$ cat config.mk
export PLATFORM = sky130hd
export DESIGN_NAME = riscv_ctrl_seq
export DESIGN_NICKNAME = d
export VERILOG_FILES = /design/src/rtl/riscv_ctrl_seq.sv
export SDC_FILE = /design/constraint.sdc
export NUM_CORES = 1
export LEC_CHECK = 0
export ABC_CLOCK_PERIOD_IN_PS = 3350
export BUFFER_PORTS_ARGS = -buffer_cell sky130_fd_sc_hd__clkbuf_2
export CAP_MARGIN = 20
export CORE_UTILIZATION = 51
export DETAILED_ROUTE_END_ITERATION = 7
export PLACE_DENSITY_LB_ADDON = 0.08
export SLEW_MARGIN = 25
export SYNTH_ARGS = -nofsm -noshare
export SYNTH_HDL_FRONTEND = slang
export SYNTH_SLANG_ARGS = --single-unit
$ cat constraint.sdc
create_clock -name iClk -period 3.35 [get_ports iClk]
set_input_delay 0.335 -clock iClk [delete_from_list [all_inputs] [get_ports iClk]]
set_output_delay 0.335 -clock iClk [all_outputs]
set_load 0.01 [all_outputs]
$ cat src/rtl/riscv_ctrl_seq.sv
// riscv_ctrl_seq: multi-cycle IF/ID/EX/MEM/WB control sequencer with decode, skip and stall timeout
module riscv_ctrl_seq #(
  parameter bit SKIP_UNUSED = 1,
  parameter bit ENABLE_M = 0,
  parameter int TIMEOUT_W = 8,
  parameter int TIMEOUT_LIMIT = 200
) (
  input  logic       iClk,
  input  logic       iRst,
  input  logic [6:0] iOpcode,
  input  logic [2:0] iFunct3,
  input  logic [6:0] iFunct7,
  input  logic       iRdy_IF,
  input  logic       iRdy_ALU,
  input  logic       iRdy_MEM,
  input  logic       iFlush,
  output logic [4:0] oStep,
  output logic       oLoad,
  output logic       oStore,
  output logic       oBranch,
  output logic       oImm,
  output logic       oJump,
  output logic       oRegWrite,
  output logic       oIllegal,
  output logic       oTimeout,
  output logic       oRetire
);
  logic [4:0] step, nxt;
  logic [8:0] cls, dec;
  logic [TIMEOUT_W-1:0] cnt;
  logic ok, ill, rdy, hit, last, go, ex;
  // class bits: 0 alui, 1 alur, 2 jalr, 3 jal, 4 lui, 5 auipc, 6 branch, 7 load, 8 store
  assign dec = {iOpcode == 7'b0100011, iOpcode == 7'b0000011, iOpcode == 7'b1100011,
                iOpcode == 7'b0010111, iOpcode == 7'b0110111, iOpcode == 7'b1101111,
                iOpcode == 7'b1100111, iOpcode == 7'b0110011, iOpcode == 7'b0010011};
  always_comb begin
    ok = $onehot(step);
    ill = ~|dec
        | (dec[1] & ~(iFunct7 == 7'h00 | iFunct7 == 7'h20 | (ENABLE_M && iFunct7 == 7'h01)))
        | (dec[0] & iFunct3 == 3'b001 & iFunct7 != 7'h00)
        | (dec[0] & iFunct3 == 3'b101 & ~(iFunct7 == 7'h00 | iFunct7 == 7'h20));
    rdy = step[0] ? iRdy_IF
        : step[2] ? (iRdy_ALU | cls[3] | cls[4])
        : step[3] ? (iRdy_MEM | ~(cls[7] | cls[8]))
        : 1'b1;
    nxt = step[0] ? 5'b00010
        : step[1] ? (ill ? 5'b00001 : 5'b00100)
        : step[2] ? ((!SKIP_UNUSED || cls[7] || cls[8]) ? 5'b01000 : cls[6] ? 5'b00001 : 5'b10000)
        : step[3] ? ((SKIP_UNUSED && (cls[8] || cls[6])) ? 5'b00001 : 5'b10000)
        : 5'b00001;
    hit = ok & ~rdy & (cnt == TIMEOUT_W'(TIMEOUT_LIMIT - 1));
    last = ok & rdy & (|step[4:2]) & nxt[0];
    go = ~iRst & ~iFlush;
    ex = |step[4:2];
  end
  assign oStep = step;
  assign oLoad = ex & cls[7];
  assign oStore = ex & cls[8];
  assign oBranch = ex & cls[6];
  assign oImm = ex & (cls[0] | cls[7] | cls[8] | cls[2] | cls[4] | cls[5]);
  assign oJump = ex & (cls[2] | cls[3]);
  assign oRegWrite = step[4] & (cls[0] | cls[1] | cls[3] | cls[2] | cls[4] | cls[5] | cls[7]);
  assign oIllegal = go & ok & step[1] & ill;
  assign oTimeout = go & hit;
  assign oRetire = go & last;
  always_ff @(posedge iClk) begin
    if (iRst || iFlush) begin
      step <= 5'b00001;
      cnt <= '0;
      cls <= '0;
    end else if (!ok || hit) begin
      step <= 5'b00001;
      cnt <= '0;
    end else if (rdy) begin
      step <= nxt;
      cnt <= '0;
      if (step[1] && !ill) cls <= dec;
    end else cnt <= cnt + 1'b1;
  end
endmodule
==> flow_summary.json, run 1 <==
{
  "outcome": "finished clean",
  "worstSetupEndpointType": "primary output",
  "holdWs_ps": 299,
  "hold_viol": 0,
  "power_density_nw_per_um2": 299,
  "synth_top_area_cell": "dfxtp_1",
  "synthesis.area_um2": 1340,
  "firstDrtPassIters": 4,
  "worstPathArrival_ps": 2840,
  "grtUsageTotal_pct": 21.8,
  "die_y_um": 53.2,
  "rsz0062_at_grt": "no",
  "cts_made_buffers": 3,
  "crit_start": "oStep[3]$_SDFFE_PP0N_",
  "worstMarginPinSlew_ps": 730,
  "grt_max_degree": 13,
  "portBuffers": 36,
  "rows": 18,
  "dp_hpwl_um": 2240,
  "synth_compound_area_share_pct": 10.4,
  "antenna_found_initial": 0,
  "crit_path_start_kind": "flop",
  "yosys.area.top_type_share_pct": 33.0,
  "ys_ff_latch": 22,
  "cp_data_required_time_ps": 3010,
  "vias": 1239,
  "worstHoldPathType": "in -> reg",
  "worstSetupPathType": "reg -> out",
  "yosys-top-cells-area": "dfxtp_1 (33%), mux2i_1 (6.7%), nand2_1 (5.9%), nor2_1 (4.5%), fa_1 (3.0%)",
  "htreeDepth": 1,
  "setup-violations-final": 0,
  "syn2layout_area_growth_pct": 20.6,
  "r2r_cells": 9,
  "wirelength_um": 2800,
  "synth_adder_area_share_pct": 4.87,
  "synth_ff_type": "dfxtp_1",
  "final_max_slew_viol_count": 0,
  "netlist_instances": 156,
  "layout_common_cells": "clkbuf_2 (35), nand2_1 (21), dfxtp_1 (20), nor2_1 (16), mux2i_1 (9)",
  "finish.net_count": 225,
  "avgRoutedWirePerCell_um": 12.3,
  "start_util_pct": 53.9,
  "worst_slew_margin_rel_pct": 50.9,
  "rrSetupSlack_ps": 720,
  "drc": 0,
  "endpoint": "oTimeout",
  "final_layout_size_suffix_gt1_share_pct": 34.5,
  "async_reset_ff_share_pct": 0,
  "cts_buffer_depth": 2,
  "synth_top_family_by_area": "simple AND/OR/NAND/NOR gates",
  "synthMuxAreaShare_pct": 7.58,
  "drt_iter0_drc": 16,
  "core_area_um2": 2480,
  "vdd_drop_max_uv": 269,
  "routed_via_density": 5.46,
  "insertion_delay_ps": 310,
  "die_area_um2": 2830,
  "timing.rr.end": "cls[7]$_SDFFE_PP0P_",
  "period_share_pct": 94.9,
  "cts_tree": "yes",
  "syn-num-nets": 183,
  "crit_fanout": 3,
  "clkTransAtPathRegs_ps": 130,
  "p_leak_uw": 0.000619,
  "ant_nets": 0,
  "fin_setup_tns_ps": 0,
  "gp_congestion": 0.839,
  "period_needed_ps": 3180,
  "cts_sinks": 22,
  "ys_warn_count": 0,
  "cts-root-buf": "clkbuf_4",
  "antenna-diode-count": 0,
  "ys_types": 45,
  "skew_ps": 4.57,
  "final_common_cell": "clkbuf_2",
  "synthXorXnorAreaFrac_pct": 3.93,
  "synth-simple-area-share_pct": 35.8,
  "synth_edf_count": 0,
  "drv_cap": 0,
  "yosysSeqAreaShare_pct": 33.0,
  "pin_count": 37,
  "grt_pass1_wl_um": 4470,
  "syn_area_per_cell_um2": 8.57,
  "max_clock_freq_mhz": 315,
  "grt_pass1_vias": 996,
  "reg2reg_from": "oStep[3]$_SDFFE_PP0N_",
  "grt_overflow": 0,
  "die_w_um": 53.2
}
## cells by family (layout without fill, tap and decap cells)
kind of cell	Yosys count	in the layout
xor+xnor	6	6
buf+inv	11	52
fa+ha+maj	4	4
mux	10	10
compound gates	19	19
simple gates	84	84
flops	22	22
## metrics by stage
step / instances / total power (µW) / setup WS (ps) / utilization [%] / cell area [µm²]
after floorplan: 156 / 307 / 274 / - / 1340
after global placement: 221 / 331 / 277 / 62.1 / 1540
after detailed placement: 221 / 334 / 164 / 62.1 / 1540
after CTS: 227 / 484 / 53.7 / 64.4 / 1600
after global routing: 227 / 508 / 33.9 / 65.1 / 1610
final: 227 / 481 / 172 / 65.1 / 1610
## worst max-delay path, cell delays in order, from the launching register on
cell and delay [ps]:
dfxtp_2 350, inv_1 80, fa_1 520, fa_2 340, inv_1 60, ha_1 220
or3_4 400, or2_4 250, nor3_2 160, buf_2 150
## synth_stat cells (2+ instances only)
cell	instances
a21oi_1	6
and2b_2	2
and3_1	4
buf_6	2
dfxtp_1	22
fa_1	2
ha_1	2
inv_1	7
mux2i_1	9
nand2_1	21
nand3_1	6
nand4_1	2
nor2_1	16
nor2b_1	3
nor3_1	4
nor4_1	4
nor4b_1	2
o2111ai_1	2
o211ai_1	2
o21a_1	3
o21ai_0	2
or2_2	3
or3_2	3
or4_1	2
xnor2_1	2
xor2_1	4
## flip-flops by register name, summed over array words and instances (netlist names)
name,flops
cls,9
oStep,5
cnt,8
## where the power goes
group	switching (µW)	leakage, µW	internal [µW]
Clock	83.1	0.0000210	66.4
Combinational	37.3	0.000420	29.5
Sequential	1.13	0.000178	264
## worst min-delay path by stage
stage                                  from                    end  slack [ps]  depth (start not counted)
final                               iRdy_IF  oStep[0]$_SDFFE_PP1N_         300                          3
after global routing                iRdy_IF  oStep[0]$_SDFFE_PP1N_         300                          3
after global placement    cnt[0]$_SDFF_PP0_      cnt[0]$_SDFF_PP0_         430                          1
after CTS                           iRdy_IF  oStep[0]$_SDFFE_PP1N_         290                          3
after detailed placement  cnt[0]$_SDFF_PP0_      cnt[0]$_SDFF_PP0_         430                          1
after floorplan           cnt[0]$_SDFF_PP0_      cnt[0]$_SDFF_PP0_         410                          1
## what timing repair did
action | CTS | global route
endpoints found under the hold margin | 0 | 0
setup endpoints to repair | 3 | 2
pin swaps | 1 | 1
buffers inserted | 2 | 0
cloned | 0 | 0
resized for setup | 3 | 5
hold buffers | 0 | 0
## metal layers
metal	share of wire, %	vias up	GRT usage (%)
met5	0	-	0
met4	0.71	0	5.26
met3	4.8	5	4.31
met2	46	32	36.1
met1	48	561	28.8
li1	-	641	-
## cell type report
| type | count | area, µm² |
|---|---|---|
| well taps | 30 | 37.5 |
| fillers | 230 | 866 |
| repair buffers | 40 | 210 |
| flip-flops and latches | 22 | 443 |
| clock buffers | 4 | 36.3 |
| multi-input cells | 123 | 855 |
| inverters | 8 | 30.0 |
Power figures use the tool's default switching activity.
==> inputs of run 2 (changes only) <==
- ABC_CLOCK_PERIOD_IN_PS: 3350 -> 3600
- SETUP_SLACK_MARGIN: unset -> 0.3
- clock period: 3.35 -> 3.6 ns (I/O delays scaled with it)
==> flow_summary.json, run 2 (synthesis results as in run 1) <==
{
  "design_area_um2": 1620,
  "power_density_nw_per_um2": 307,
  "drv_cap": 0,
  "avgRoutedWirePerCell_um": 12.5,
  "wirelength_um": 2830,
  "antenna_found_initial": 0,
  "crit_fanout": 3,
  "clkTransAtPathRegs_ps": 120,
  "routed_via_density": 5.39,
  "drc": 0,
  "worst_slew_margin_rel_pct": 50.1,
  "cp_data_required_time_ps": 3240,
  "cts_sinks": 22,
  "grt_overflow": 0,
  "dp_hpwl_um": 2170,
  "holdWs_ps": 327,
  "antenna-diode-count": 0,
  "grtUsageTotal_pct": 22.4,
  "drt_iter0_drc": 20,
  "htreeDepth": 1,
  "die_area_um2": 2830,
  "cts_tree": "yes",
  "cts-root-buf": "clkbuf_4",
  "insertion_delay_ps": 310,
  "postCtsHoldBufs": 0,
  "fin_setup_tns_ps": 0,
  "ant_nets": 0,
  "regMostFlops": "cls",
  "period_needed_ps": 3200,
  "hold_viol": 0,
  "nFillCells": 220,
  "layout_common_cells": "clkbuf_2 (34), nand2_1 (21), dfxtp_1 (19), nor2_1 (16), mux2i_1 (9)",
  "worstPathArrival_ps": 2840,
  "die_w_um": 53.2,
  "final_max_slew_viol_count": 0,
  "crit_path_start_kind": "flop",
  "firstDrtPassIters": 5,
  "setup-violations-final": 0,
  "max_clock_freq_mhz": 312,
  "gp_congestion": 0.875,
  "pin_count": 37,
  "worstMarginPinSlew_ps": 742,
  "grt_pass1_vias": 1069,
  "cts_made_buffers": 3,
  "cts_buffer_depth": 2,
  "outcome": "finished clean",
  "vdd_drop_max_uv": 244,
  "die_y_um": 53.2,
  "worstHoldPathType": "in -> reg",
  "period_share_pct": 89.0,
  "core_area_um2": 2480,
  "final_common_cell": "clkbuf_2",
  "final_layout_size_suffix_gt1_share_pct": 34.7,
  "worstSetupEndpointType": "primary output",
  "skew_ps": 3.48,
  "rows": 18,
  "finish.net_count": 224,
  "grt_pass1_wl_um": 4580,
  "postPlaceCellArea_um2": 1530,
  "worstSetupPathType": "reg -> out",
  "vias": 1219,
  "portBuffers": 36,
  "rsz0062_at_grt": "no",
  "start_util_pct": 53.9,
  "p_leak_uw": 0.000622,
  "syn2layout_area_growth_pct": 21.5,
  "largest_reg_flops": 9,
  "grt_max_degree": 14
}
run 2: layer usage:
layer	vias up	global-route usage, %	wire [µm]	share of wire, %
met4	0	8.33	29	1.0
met5	-	0	0	0
met3	4	4.89	110	3.9
met1	550	29.4	1350	48
li1	640	-	-	-
met2	25	35.4	1340	47
run 2: worst paths after layout:
path                               from               endpoint  slack (ps)  cells past startpoint
hold reg to reg       cnt[0]$_SDFF_PP0_      cnt[0]$_SDFF_PP0_         460                      1
setup reg to reg  oStep[0]$_SDFFE_PP1N_    cls[6]$_SDFFE_PP0P_        1010                      9
setup / recovery  oStep[0]$_SDFFE_PP1N_                oRetire         400                      9
hold / removal                  iRdy_IF  oStep[0]$_SDFFE_PP1N_         330                      3
run 2: cell type report:
type	instances	area, µm²	area share (%)
well taps	30	37.5	2.31
multi-input cells	123	855	52.6
clock buffers	3	22.5	1.39
clock inverters	1	30.0	1.85
inverters	8	30.0	1.85
flip-flops and latches	22	447	27.5
repair buffers	39	203	12.5
run 2: per-stage QoR:
stage / instances / power, µW / setup WS [ps] / util [%]
final: 226 / 498 / 397 / 65.6
after global routing: 226 / 525 / 270 / 65.6
after CTS: 226 / 505 / 309 / 65.2
after detailed placement: 220 / 308 / 366 / 61.8
after global placement: 220 / 307 / 470 / 61.8
after floorplan: 156 / 285 / 499 / -
run 2: repair_timing:
item                                    in CTS  in global routing
setup buffers                                2                  0
endpoints found under the setup margin       3                  2
gates resized for setup                      6                  5
hold endpoints to repair                     0                  0
run 2: report_power, final:
group	internal [µW]	switching (µW)	total, µW
registers	245	1.43	247
logic	27.1	34.1	61.2
clock network	113	77.4	190
total	385	113	498
run 2: worst max-delay path: stages, from the launching register on:
cell	delay, ps
dfxtp_2	350
inv_1	70
fa_1	490
fa_2	340
inv_1	60
ha_1	220
or3_4	400
or2_4	250
nor3_2	190
buf_2	160
==> inputs of run 3 (changes only) <==
- CORE_UTILIZATION: 51 -> 50
==> flow_summary.json, run 3 (synthesis results as in run 1) <==
{
  "worstSetupEndpointType": "primary output",
  "use_met1_pct": 26.4,
  "portBuffers": 36,
  "grt_pass1_wl_um": 4480,
  "pin_count": 37,
  "die_w_um": 53.7,
  "use_met3_pct": 4.52,
  "routed_via_density": 5.62,
  "grt_busiest_layer": "met2",
  "wirelength_um": 2890,
  "fin_cells": 226,
  "skew_ps": 1.18,
  "p_seq_share_pct": 59.5,
  "cts_buffer_depth": 2,
  "insertion_delay_ps": 290,
  "cts-root-buf": "clkbuf_4",
  "use_met2_pct": 36.0,
  "grt_max_degree": 12,
  "htreeDepth": 1,
  "clkTransAtPathRegs_ps": 110,
  "vdd_drop_max_uv": 201,
  "avgRoutedWirePerCell_um": 12.8,
  "die_y_um": 53.7,
  "final_layout_size_suffix_gt1_share_pct": 34.7,
  "cts_made_buffers": 3,
  "layout_common_cells": "clkbuf_2 (35), nand2_1 (21), dfxtp_1 (19), nor2_1 (16), mux2i_1 (9)",
  "p_int_uw": 311,
  "largest_reg_flops": 9,
  "worstMarginPinSlew_ps": 791,
  "power.clock.fraction_pct": 25.5,
  "crit_path_start_kind": "flop",
  "worstSetupPathType": "reg -> out",
  "period_needed_ps": 3140,
  "setup-violations-final": 0,
  "holdWs_ps": 352,
  "max_clock_freq_mhz": 319,
  "period_share_pct": 87.1,
  "cts_sinks": 22,
  "worst_slew_margin_rel_pct": 46.8,
  "drc": 0,
  "grtUsageTotal_pct": 21.6,
  "p_leak_uw": 0.000612,
  "start_util_pct": 53.5,
  "regMostFlops": "cls",
  "rsz0062_at_grt": "no",
  "ant_nets": 0,
  "switching_share_pct": 24.8,
  "drv_cap": 0,
  "final_max_slew_viol_count": 0,
  "crit_fanout": 3,
  "finish.net_count": 225,
  "dp.cells": 220,
  "hold_viol": 0,
  "core_area_um2": 2500,
  "fin_setup_tns_ps": 0,
  "gp_congestion": 0.893,
  "dp_hpwl_um": 2270,
  "rows": 18,
  "switchingPower_uw": 103,
  "grt_pass1_vias": 1064,
  "die_area_um2": 2880,
  "comb_power_share_pct": 15.0,
  "final_common_cell": "clkbuf_2",
  "drt_iter0_drc": 30,
  "antenna_found_initial": 0,
  "outcome": "finished clean",
  "firstDrtPassIters": 4,
  "total_power_uw": 414,
  "syn2layout_area_growth_pct": 20.0,
  "cp_data_required_time_ps": 3240,
  "vias": 1270,
  "cts_tree": "yes",
  "power_density_nw_per_um2": 258,
  "grt_overflow": 0,
  "antenna-diode-count": 0,
  "postCtsHoldBufs": 0,
  "worstPathArrival_ps": 2780,
  "worstHoldPathType": "in -> reg"
}
==> run 3: final cells by class <==
| class | count | area (µm²) |
|---|---|---|
| fillers | 226 | 896 |
| multi-input cells | 123 | 855 |
| flip-flops and latches | 22 | 449 |
| repair buffers | 40 | 210 |
| well taps | 30 | 37.5 |
| inverters | 8 | 30.0 |
| clock buffers | 3 | 22.5 |
==> run 3: metrics by stage <==
step	setup WS (ps)	area, µm²	utilization (%)
floorplan	499	1340	-
global placement	476	1530	61.3
detailed placement	384	1530	61.3
CTS	356	1590	63.7
global route	341	1600	64.2
finish	464	1600	64.2
==> run 3: timing repair <==
item | in CTS | in global routing
setup endpoints to repair | 3 | 2
setup buffers | 3 | 0
endpoints found under the hold margin | 0 | 0
resized for setup | 7 | 4
pin swaps | 1 | 0
==> run 3: power groups by stage <==
| stage | Combinational (µW) | Sequential, µW | Clock, µW |
|---|---|---|---|
| 2_1_floorplan | 31.9 | 253 | 0 |
| 3_3_place_gp | 53.8 | 253 | 0 |
| 3_5_place_dp | 54.8 | 254 | 0 |
| 4_1_cts | 60.3 | 246 | 112 |
| 5_1_grt | 68.2 | 247 | 122 |
| 6_report | 62.1 | 246 | 106 |
==> run 3: path summary, 6_finish.rpt <==
check / start / to / slack [ps] / depth (start not counted)
setup / recovery: oStep[0]$_SDFFE_PP1N_ / oRetire / 460 / 9
hold / removal: iRdy_IF / oStep[0]$_SDFFE_PP1N_ / 350 / 3
setup reg to reg: oStep[0]$_SDFFE_PP1N_ / cls[8]$_SDFFE_PP0P_ / 990 / 9
hold reg to reg: cnt[0]$_SDFF_PP0_ / cnt[0]$_SDFF_PP0_ / 450 / 1
==> run 3: metal layers <==
layer | vias to the layer above | wire length, µm | share of wire (%)
met5 | - | 0 | 0
met1 | 580 | 1320 | 46
met3 | 6 | 169 | 5.9
met2 | 47 | 1350 | 47
met4 | 0 | 53 | 1.8
li1 | 637 | - | -
==> run 3: worst max-delay path: stages, from the launching register on <==
cell	delay, ps
dfxtp_4	360
inv_1	60
fa_1	480
fa_2	350
inv_1	60
ha_1	220
or3_4	400
or2_4	250
nor3_2	150
clkbuf_2	150
